[config.mk]
export PLATFORM = sky130hd
export DESIGN_NAME = cmp_resp_64
export DESIGN_NICKNAME = d
export VERILOG_FILES = /design/src/rtl/cmp_resp_64.sv
export SDC_FILE = /design/constraint.sdc
export NUM_CORES = 1
export LEC_CHECK = 0
export CAP_MARGIN = 0
export CORE_ASPECT_RATIO = 0.6
export CORE_UTILIZATION = 35
export DETAILED_ROUTE_END_ITERATION = 8
export PLACE_DENSITY = 0.8
export REMOVE_ABC_BUFFERS = 1
export SKIP_CTS_REPAIR_TIMING = 1
export SKIP_LAST_GASP = 1
export SLEW_MARGIN = 30
export SYNTH_ARGS = -nofsm -noshare
export SYNTH_HDL_FRONTEND = slang
export SYNTH_SLANG_ARGS = --single-unit
[constraint.sdc]
create_clock -name clk -period 2.58 [get_ports clk]
set_clock_uncertainty 0.05 [all_clocks]
set_input_delay 0.258 -clock clk [delete_from_list [all_inputs] [get_ports clk]]
set_output_delay 0.258 -clock clk [all_outputs]
set_load 0.005 [all_outputs]
[src/rtl/cmp_resp_64.sv]
// cmp_resp_64: valid/ready request wrapper around an external fixed-latency
// 64-bit comparator. Tracks in-flight requests with a valid/tag shift chain,
// decodes the returned code into flags, and buffers results in a FIFO whose
// occupancy is bounded by a credit counter.
module cmp_resp_64 #(
    parameter int unsigned LAT   = 7,
    parameter int unsigned DEPTH = 8,
    parameter int unsigned TAG_W = 4
) (
    input  logic             clk,
    input  logic             rst,
    input  logic             in_valid,
    output logic             in_ready,
    input  logic [63:0]      in_a,
    input  logic [63:0]      in_b,
    input  logic [TAG_W-1:0] in_tag,
    output logic [63:0]      cmp_a,
    output logic [63:0]      cmp_b,
    input  logic [63:0]      cmp_code,
    output logic             out_valid,
    input  logic             out_ready,
    output logic [TAG_W-1:0] out_tag,
    output logic             out_eq,
    output logic             out_gt,
    output logic             out_lt,
    output logic             out_bad,
    output logic             err_sticky
);

    localparam int unsigned PW = (DEPTH > 1) ? $clog2(DEPTH) : 1;
    localparam int unsigned CW = $clog2(DEPTH + 1);

    typedef struct packed {
        logic [TAG_W-1:0] tag;
        logic             eq;
        logic             gt;
        logic             lt;
        logic             bad;
    } res_t;

    logic             w_accept;
    logic             w_push;
    logic             w_pop;
    logic [LAT-1:0]   r_vld;
    logic [TAG_W-1:0] r_tag [LAT];
    res_t             w_res;
    res_t             r_mem [DEPTH];
    res_t             r_head;
    res_t             w_head_nxt;
    logic [PW-1:0]    r_wptr;
    logic [PW-1:0]    r_rptr;
    logic [PW-1:0]    w_rptr_nxt;
    logic [CW-1:0]    r_count;
    logic [CW-1:0]    w_remain;
    logic [CW-1:0]    w_count_nxt;
    logic [CW-1:0]    r_credits;
    logic             r_err;

    function automatic logic [PW-1:0] ptr_inc(input logic [PW-1:0] p);
        return (p == PW'(DEPTH - 1)) ? '0 : p + PW'(1);
    endfunction

    assign cmp_a      = in_a;
    assign cmp_b      = in_b;
    assign in_ready   = (r_credits != '0);
    assign w_accept   = in_valid && in_ready;
    assign w_push     = r_vld[LAT-1];
    assign out_valid  = (r_count != '0);
    assign w_pop      = out_valid && out_ready;
    assign out_tag    = r_head.tag;
    assign out_eq     = r_head.eq;
    assign out_gt     = r_head.gt;
    assign out_lt     = r_head.lt;
    assign out_bad    = r_head.bad;
    assign err_sticky = r_err;

    // Valid chain: one bit per comparator stage, never stalls.
    always_ff @(posedge clk) begin
        if (rst) begin
            r_vld <= '0;
        end else begin
            r_vld <= {r_vld[LAT-2:0], w_accept};
        end
    end

    // Tag chain: follows the valid chain; only meaningful where valid is set.
    always_ff @(posedge clk) begin
        r_tag[0] <= in_tag;
        for (int unsigned i = 1; i < LAT; i++) begin
            r_tag[i] <= r_tag[i-1];
        end
    end

    // Decode the full 64-bit comparator code for the stage leaving the chain.
    always_comb begin
        w_res     = '0;
        w_res.tag = r_tag[LAT-1];
        if (cmp_code == 64'd0) begin
            w_res.eq = 1'b1;
        end else if (cmp_code == 64'd1) begin
            w_res.gt = 1'b1;
        end else if (cmp_code == 64'd2) begin
            w_res.lt = 1'b1;
        end else begin
            w_res.bad = 1'b1;
        end
    end

    // Credit pool: in-flight plus buffered results never exceed DEPTH.
    always_ff @(posedge clk) begin
        if (rst) begin
            r_credits <= CW'(DEPTH);
        end else if (w_accept && !w_pop) begin
            r_credits <= r_credits - CW'(1);
        end else if (!w_accept && w_pop) begin
            r_credits <= r_credits + CW'(1);
        end
    end

    // Next FIFO state; the head register is loaded with whatever entry
    // will be at the front after this edge, bypassing the pushed entry when
    // nothing older survives, and holds its value once the FIFO drains.
    always_comb begin
        w_rptr_nxt  = w_pop ? ptr_inc(r_rptr) : r_rptr;
        w_remain    = w_pop ? (r_count - CW'(1)) : r_count;
        w_count_nxt = w_push ? (w_remain + CW'(1)) : w_remain;
        w_head_nxt  = r_head;
        if (w_count_nxt != '0) begin
            if (w_remain == '0) begin
                w_head_nxt = w_res;
            end else begin
                w_head_nxt = r_mem[w_rptr_nxt];
            end
        end
    end

    // FIFO pointers, occupancy, head register and sticky error flag.
    always_ff @(posedge clk) begin
        if (rst) begin
            r_wptr  <= '0;
            r_rptr  <= '0;
            r_count <= '0;
            r_head  <= '0;
            r_err   <= 1'b0;
        end else begin
            if (w_push) begin
                r_wptr <= ptr_inc(r_wptr);
            end
            r_rptr  <= w_rptr_nxt;
            r_count <= w_count_nxt;
            r_head  <= w_head_nxt;
            if (w_push && w_res.bad) begin
                r_err <= 1'b1;
            end
        end
    end

    // FIFO storage write port.
    always_ff @(posedge clk) begin
        if (w_push) begin
            r_mem[r_wptr] <= w_res;
        end
    end

endmodule

## Yosys cells after proc, flatten, opt, wreduce, memory -nomap -nowiden

Memories as Yosys holds them, arrays and structs flattened.
Cells that the tools add are included.

| storage, ports and cells | value |
|---|---|
| bits in registers | 30 |
| bits in latches | 0 |
| RAM bits | 92 |
| ROM bits | 0 |
| input bits | 200 |
| output and inout port bits | 139 |
| word-level logic and storage cells | 52 |
| memories | 2 |

Memory list:

| name | words | bits a word | read ports | clocked after memory_dff | wr ports | line | RTL |
|---|---|---|---|---|---|---|---|
| r_mem | 8 | 8 | 1 | 0 | 1 | 47 | `res_t r_mem [DEPTH];` |
| r_tag | 7 | 4 | 7 | 0 | 7 | 45 | `logic [TAG_W-1:0] r_tag [LAT];` |

| operators by class | value |
|---|---|
| $add $sub $neg | 6 |
| $mul | 0 |
| div/mod/pow operators | 0 |
| magnitude comparators | 0 |
| equality and inequality tests | 4 |
| shift operators | 0 |
| muxes and demuxes | 16 |
| bitwise operators | 0 |
| reductions and logical operators | 13 |

Operator list:

| kind | count |
|---|---|
| $eq A64 B1 Y1 const B | 1 |
| $eq A64 B2 Y1 const B | 1 |
| $logic_not A64 Y1 | 1 |
| $mux W4 | 4 |
| $mux W3 | 4 |
| $reduce_bool A4 Y1 | 3 |
| $add A4 B1 Y4 const B | 2 |
| $mux W8 | 1 |
| $sub A4 B1 Y4 const B | 2 |
| $add A3 B1 Y3 const B | 2 |
| $eq A3 B3 Y1 const B | 2 |
| $mux W1 | 6 |
| $logic_and A1 B1 Y1 | 5 |
| $logic_not A4 Y1 | 1 |
| $logic_not A1 Y1 | 2 |
| $mux W2 | 1 |
| $reduce_bool A2 Y1 | 1 |

## Logic depth before layout (Yosys ltp)

Gate-level depths: netlist (run 1).

| depth | value |
|---|---|
| depth in word-level cells | 6 |
| gate-level depth with buffers | 13 |
| gate-level depth less buffers | 12 |

## Least setup slack after synthesis (run 1)

No wires, ideal clock.

| timing | value |
|---|---|
| path type | register -> register |
| start | register r_count[0] |
| end | register r_credits[3] |
| setup time | 62 ps |
| arrival time | 2596 ps |
| required time | 2468 ps |
| slack | -128 ps |
| cell stages (with the launch flop) | 14 |
| buffers on the path | 1 |
| clock period less this slack | 2708 ps |
| cells stage by stage | dfxtp_1 -> clkbuf_1 -> inv_1 -> ha_1 -> nor3b_4 -> inv_2 -> nand2_2 -> ha_1 -> ha_1 -> a21o_1 -> a21oi_1 -> xnor2_1 -> or3_1 -> nand3_1 |

| on the way | value |
|---|---|
| cells in the longest elaborated chain, start to end | 5 |
| elaborated cells on any way between the ends | 7 |
| classes of those cells | 1 x mux; 6 x reduce/logical |

Ends and longest elaborated chain:

| item | line | RTL |
|---|---|---|
| from (decl) | 53 | `logic [CW-1:0] r_count;` |
| from (signal assigned) | 150 | `r_count <= w_count_nxt;` |
| $reduce_bool A4 Y1 (*) | 68 | `assign out_valid = (r_count != '0);` |
| named net out_valid | 20 | `output logic out_valid,` |
| $logic_and A1 B1 Y1 (*) | 69 | `assign w_pop = out_valid && out_ready;` |
| $logic_not A1 Y1 | 113 | `end else if (w_accept && !w_pop) begin` |
| $logic_and A1 B1 Y1 | 113 |  |
| $mux W4 or $reduce_bool A2 Y1 (tied branches) | n/a |  |
| to (signal assigned) | 112 | `r_credits <= CW'(DEPTH);` |
| to (signal assigned) | 114 | `r_credits <= r_credits - CW'(1);` |
| to (signal assigned) | 116 | `r_credits <= r_credits + CW'(1);` |
| to (decl) | 56 | `logic [CW-1:0] r_credits;` |

The timed path passes the listed nets; every way through them passes the cells marked *.
A chain may end at the register's enable or synchronous reset.

## Worst setup path in the final report (run 1)

| timing | value |
|---|---|
| start | register r_count[1] |
| end | register r_head, in the netlist out_tag[2] |

| on the way | value |
|---|---|
| cells in the longest elaborated chain, start to end | 6 |
| elaborated cells on any way between the ends | 11 |
| classes of those cells | 2 x add/sub; 4 x mux; 4 x reduce/logical; 1 x memory |

Ends and longest elaborated chain:

| item | line | RTL |
|---|---|---|
| parallel branches: the longest is 6 deep, another holds $sub A4 B1 Y4 | n/a |  |
| to (signal assigned) | 151 | `r_head <= w_head_nxt;` |
| to (decl) | 48 | `res_t r_head;` |

Parallel ways; which one is timed is not known.

==> results.toml, run 1 <==
[drt]
first_iter_violations = 432
vias = 3984
wl_um = 30000
wire_per_inst_um = 43.1
ant_nets = 0
drcViolationCount = 0
dr.pass1.iters = 5
via_per_inst = 5.72

[finish]
drive_above_1_share = 0.166
layout_common_cells = "82 x clkdlybuf4s50_1, 64 x edfxtp_1, 56 x dfxtp_1"
instances_no_fill = 697
antenna_cells = 0
num-nets-final = 690
utilization = 0.420
syn2layout_area_growth_pct = 14.6
final_common_cell = "clkdlybuf4s50_1"
final.fill_count = 1432

[global_route]
grt_pass1_wl_um = 38300
grt_pass1_vias = 3855
grt_remaining_overflow = 0
grt_usage = 0.362
antenna_found_initial = 0
grt_max_degree = 28

[die]
core.rowCount = 35
dieArea_um2 = 17100
io_pins = 339
die_h_um = 102
core_area_um2 = 15800
die_w_um = 168
start_util = 0.367

[status]
outcome = "completed"

[power_and_ir_drop]
p_int_mw = 4.40
net-switching-power_mw = 2.06
p_clk_frac = 0.361
power_density_nw_per_um2 = 974
peakVddDrop_v = 0.000416
p_comb_frac = 0.286
swShare = 0.319
p_leak_nw = 2.40
power_frac_seq = 0.353

[setup_path]
r2r-start = "r_count[1]"
crit_family = "compound AO/OA/AOI/OAI gates"
crit_top_cell = "buf_4"
path_max_fanout = 8
timing.rr.end = "out_tag[2]"
crit_path_end_kind = "register"
path_buf_inv = 4
r2r_cells = 11
startpoint_type = "register"
crit_arrival_ns = 2.72
reg2reg_slack_ns = 0.11
worstPathRequired_ns = 2.83
crit_path_cell_trace = "inv_1 > ha_1 > nor3b_4 > inv_2 > buf_4 > a2111oi_2 > o21ai_1 > o21a_2 > buf_4 > o221ai_1 > a211oi_1"
crit_path_max_incr_delay_ns = 0.34
cp_slowest_cell = "dfxtp_2"
criticalPathCategory = "reg -> reg"

[synthesis]
synth_area_leaders = "edfxtp_1 33%, dfxtp_1 20%, buf_4 17%"
netlist_area_um2 = 5790
ys_types = 59
synth.yosys.seq_area_share = 0.533
synth_ff_type = "edfxtp_1"
yosys_warnings = 0
synth_seq_cells = 122
yosysTopAreaCell = "edfxtp_1"
syn_avg_cell_area_um2 = 11.6
async_flop_share = 0
synth-edff-count = 64
syn-instance-count = 498
yosysTopAreaCellShare = 0.332

[cts]
cts_tree = "done"
clock_sinks = 122
root_buffer = "clkbuf_16"
htreeDepth = 4
cts.clk_slew.worst_paths_ns = 0.06
cts_buffer_depth = 2
cts_buffers = 17
clk_latency_ns = 0.42

[sta]
hold_violations = 0
worst_hold_slack_ns = 0.241
setup_viol = 0
setup_ws_ns = 0.110
drv_slew = 0
min_period_over_period = 0.957
finalCriticalPeriod_ns = 2.47
maxSlewHeadroom = 0.521
fin_setup_tns_ns = 0
max_freq_mhz = 405
tightest_slew_ns = 0.716

[hold_path]
min_from = "in_tag[2]"
hold-path-cell-count = 1
holdPathEnd = "r_tag[0][2]"
worstHoldPathType = "in -> reg"

[placement]
dp_hpwl_um = 24800
port_buffers = 82
place_congestion = 1.01
dp_cells = 662
place_ws_ns = -0.0356

[run]
maxCapViolCount = 0
==> cell families after synthesis <==
group	Yosys count	share of synthesized area
adders and majority gates	9	0.0208
muxes	30	0.0525
buffers and inverters	152	0.188
AOI/OAI and AO/OA	69	0.0895
DFF	122	0.533
xor gates and xnor gates	6	0.00908
and+or+nand+nor	110	0.107
==> metal layers <==
metal,wire (um),GRT usage
met1,9810,0.349
met2,10500,0.444
met3,8250,0.430
met4,1020,0.138
met5,498,0.209
==> cell usage after synthesis, types with 4 or more instances <==
library cell	count
dfxtp_1	58
nor2_1	28
o221ai_1	7
o21ai_0	4
ha_1	8
inv_1	8
nand2_1	14
nor2b_1	10
a21oi_1	11
nor4_1	16
nand4_1	4
a22o_1	5
nand2b_1	4
edfxtp_1	64
buf_6	4
buf_4	128
buf_2	5
a211oi_1	13
a21boi_0	8
mux2i_1	27
o211ai_1	5
nor3_1	10
clkbuf_1	4
==> power groups by stage <==
stage	sequential, mW	clock, mW	combinational [mW]
6_report	2.28	2.33	1.85
5_1_grt	2.29	2.44	2.00
4_1_cts	2.27	2.36	1.70
3_5_place_dp	2.31	0	1.67
3_3_place_gp	2.30	0	1.61
2_1_floorplan	2.29	0	1.08
==> how the worst max path moves through the flow <==
stage,from,endpoint,slack (ns),depth (start not counted)
floorplan,r_count[0],out_bad,-0.76,8
global placement,out_ready,out_tag[1],0.07,7
detailed placement,out_ready,out_tag[3],-0.04,7
CTS,r_count[1],out_tag[3],-0.05,10
global route,r_count[1],out_tag[2],-0.001,11
finish,r_count[1],out_tag[2],0.11,11
==> worst reg2reg max path: cells and delay by family (launching register included) <==
| family | cells | cell delay (ns) |
|---|---|---|
| buffers and inverters | 4 | 0.48 |
| and+or+nand+nor | 1 | 0.24 |
| DFF | 1 | 0.34 |
| AOI/OAI and AO/OA | 5 | 1.04 |
| adders and majority gates | 1 | 0.17 |
==> flip-flops by register name (all words and copies together) (netlist names) <==
register and cells:
r_mem 64, r_tag 28, r_vld 7, out_tag 4, r_count 4, r_credits 4, r_rptr 3, r_wptr 3
err_sticky 1, out_bad 1, out_eq 1, out_gt 1, out_lt 1
==> metrics by stage <==
stage	instance area (um^2)	total power, mW
final	6630	6.46
after global routing	6630	6.74
after CTS	6580	6.33
after detailed placement	6000	3.99
after global placement	6000	3.91
after floorplan	4730	3.37
==> final cells by class <==
type / instances / area (um^2) / area share
inverter: 9 / 33.8 / 0.00510
multi-input combinational: 224 / 1640 / 0.247
clock inverter: 14 / 136 / 0.0206
clock buffer: 18 / 450 / 0.0680
sequential: 122 / 3090 / 0.465
tap: 203 / 254 / 0.0383
timing repair buffer: 107 / 1030 / 0.156
Note: power is estimated with default switching activity, not from simulation.
==> run 2, diff against run 1 <==
--- a/config.mk
+++ b/config.mk
@@ -8,6 +8,7 @@
 export CAP_MARGIN = 0
 export CORE_ASPECT_RATIO = 0.6
 export CORE_UTILIZATION = 35
+export CTS_CLUSTER_DIAMETER = 30
 export DETAILED_ROUTE_END_ITERATION = 8
 export PLACE_DENSITY = 0.8
 export REMOVE_ABC_BUFFERS = 1
==> results of run 2 <==
Same layout as run 1: the final DEF is identical, and so are final timing and power.
==> run 3, diff against run 2 <==
--- a/config.mk
+++ b/config.mk
@@ -6,11 +6,13 @@
 export NUM_CORES = 1
 export LEC_CHECK = 0
 export CAP_MARGIN = 0
+export CELL_PAD_IN_SITES_DETAIL_PLACEMENT = 0
+export CELL_PAD_IN_SITES_GLOBAL_PLACEMENT = 1
 export CORE_ASPECT_RATIO = 0.6
-export CORE_UTILIZATION = 35
+export CORE_UTILIZATION = 25
 export CTS_CLUSTER_DIAMETER = 30
 export DETAILED_ROUTE_END_ITERATION = 8
-export PLACE_DENSITY = 0.8
+export PLACE_DENSITY = 0.78
 export REMOVE_ABC_BUFFERS = 1
 export SKIP_CTS_REPAIR_TIMING = 1
 export SKIP_LAST_GASP = 1
==> results.toml, run 3 (synthesis gave the netlist of run 1 again) <==
[status]
outcome = "completed"

[run]
maxCapViolCount = 0

[global_route]
grt_pass1_vias = 3612
grt_usage = 0.258
antenna_found_initial = 0
grt_max_degree = 22
grt_remaining_overflow = 0
grt_pass1_wl_um = 38100

[cts]
cts_buffer_depth = 2
root_buffer = "clkbuf_16"
clk_latency_ns = 0.41
htreeDepth = 4
cts.clk_slew.worst_paths_ns = 0.06
cts_buffers = 17
cts_tree = "done"
clock_sinks = 122

[setup_path]
path_max_fanout = 3
criticalPathCategory = "reg -> reg"
r2r_cells = 9
crit_path_cell_trace = "or4_1 > and2_1 > ha_1 > ha_1 > a21o_1 > a21oi_2 > xnor2_1 > or3_1 > nand3_1"
crit_path_max_incr_delay_ns = 0.56
cp_slowest_cell = "or4_1"
worstPathRequired_ns = 2.88
startpoint_type = "register"
crit_arrival_ns = 2.77
crit_path_end_kind = "register"
reg2reg_slack_ns = 0.11
crit_top_cell = "ha_1"

[drt]
m1WireLength_um = 11700
wire_per_inst_um = 37.5
ant_nets = 0
wl_met3_um = 8270
via_per_inst = 4.85
dr.max_layer_used = "met5"
dr.pass1.iters = 5
wl_um = 30400
drcViolationCount = 0
vias = 3941
first_iter_violations = 294
dr_wl_met2_um = 9240

[power_and_ir_drop]
power_density_nw_per_um2 = 932
p_leak_nw = 2.44
peakVddDrop_v = 0.000382

[sta]
setup_ws_ns = 0.107
tightest_slew_ns = 0.528
fin_setup_tns_ns = 0
finalCriticalPeriod_ns = 2.47
max_freq_mhz = 404
hold_violations = 0
maxSlewHeadroom = 0.647
setup_viol = 0
drv_slew = 0
rsz0062_at_grt = "false"
min_period_over_period = 0.958

[placement]
dp_cells = 780
port_buffers = 82
place_congestion = 0.815
dpl_cell_area_um2 = 6240
place_ws_ns = 0.0253
dp_hpwl_um = 23900

[die]
die_h_um = 120
core_area_um2 = 22400
dieArea_um2 = 23800
core.rowCount = 42
io_pins = 339
start_util = 0.258
die_w_um = 198

[hold_path]
worstHoldPathType = "in -> reg"
hold-path-cell-count = 1

[finish]
finalInstanceArea_um2 = 6790
largest_reg_flops = 64
layout_common_cells = "82 x clkdlybuf4s50_1, 64 x edfxtp_1, 58 x dfxtp_1"
instances_no_fill = 812
reg_top3 = "r_mem (64), r_tag (28), r_vld (7)"
final_common_cell = "clkdlybuf4s50_1"
drive_above_1_share = 0.167
syn2layout_area_growth_pct = 17.4
top_register = "r_mem"
num-nets-final = 700
final.fill_count = 2270
antenna_cells = 0
run 3: cell types whose count changed in the layout (fill, tap and decap cells not counted), sizes merged:
cell      before  now
inv           20   13
bufinv         0    1
clkbuf        18   17
clkinvlp       1    0
clkinv         2   10
buf           25   35
run 3: layout make-up:
class	count	area (um^2)	share of cell area
Sequential cell	122	3080	0.454
Multi-Input combinational cell	224	1620	0.238
Timing Repair Buffer	117	1120	0.165
Clock buffer	17	425	0.0626
Tap cell	308	385	0.0567
Clock inverter	15	124	0.0182
Inverter	9	33.8	0.00497
run 3: metrics by stage:
stage | util | hold slack [ns] | total power, mW
floorplan | - | 0.236 | 3.37
global placement | 0.279 | 0.261 | 4.12
detailed placement | 0.279 | 0.262 | 4.14
CTS | 0.303 | 0.220 | 6.37
global route | 0.303 | 0.236 | 6.66
finish | 0.303 | 0.233 | 6.33
run 3: metal layers:
layer / vias up / track usage
met2: 435 / 0.256
met1: 1783 / 0.288
li1: 1657 / -
met3: 48 / 0.326
met4: 18 / 0.0654
met5: - / 0.244
run 3: worst paths after layout:
path | startpoint | endpoint
setup / recovery | r_credits[3] | r_credits[3]
hold / removal | in_tag[3] | r_tag[0][3]
setup reg to reg | r_credits[3] | r_credits[3]
hold reg to reg | r_tag[4][3] | r_tag[5][3]
run 3: power breakdown:
part	switching (mW)	leakage [nW]	internal (mW)	total, mW
Sequential	0.0941	1.06	2.17	2.26
Combinational	0.957	1.11	0.904	1.86
Clock	0.885	0.279	1.32	2.21
run 3: critical path: cells and delay by family (launching register included):
family                     cells  cell delay (ns)
DFF                            1             0.33
xor gates and xnor gates       1             0.08
and+or+nand+nor                4             1.13
AOI/OAI and AO/OA              2             0.34
adders and majority gates      2             0.48
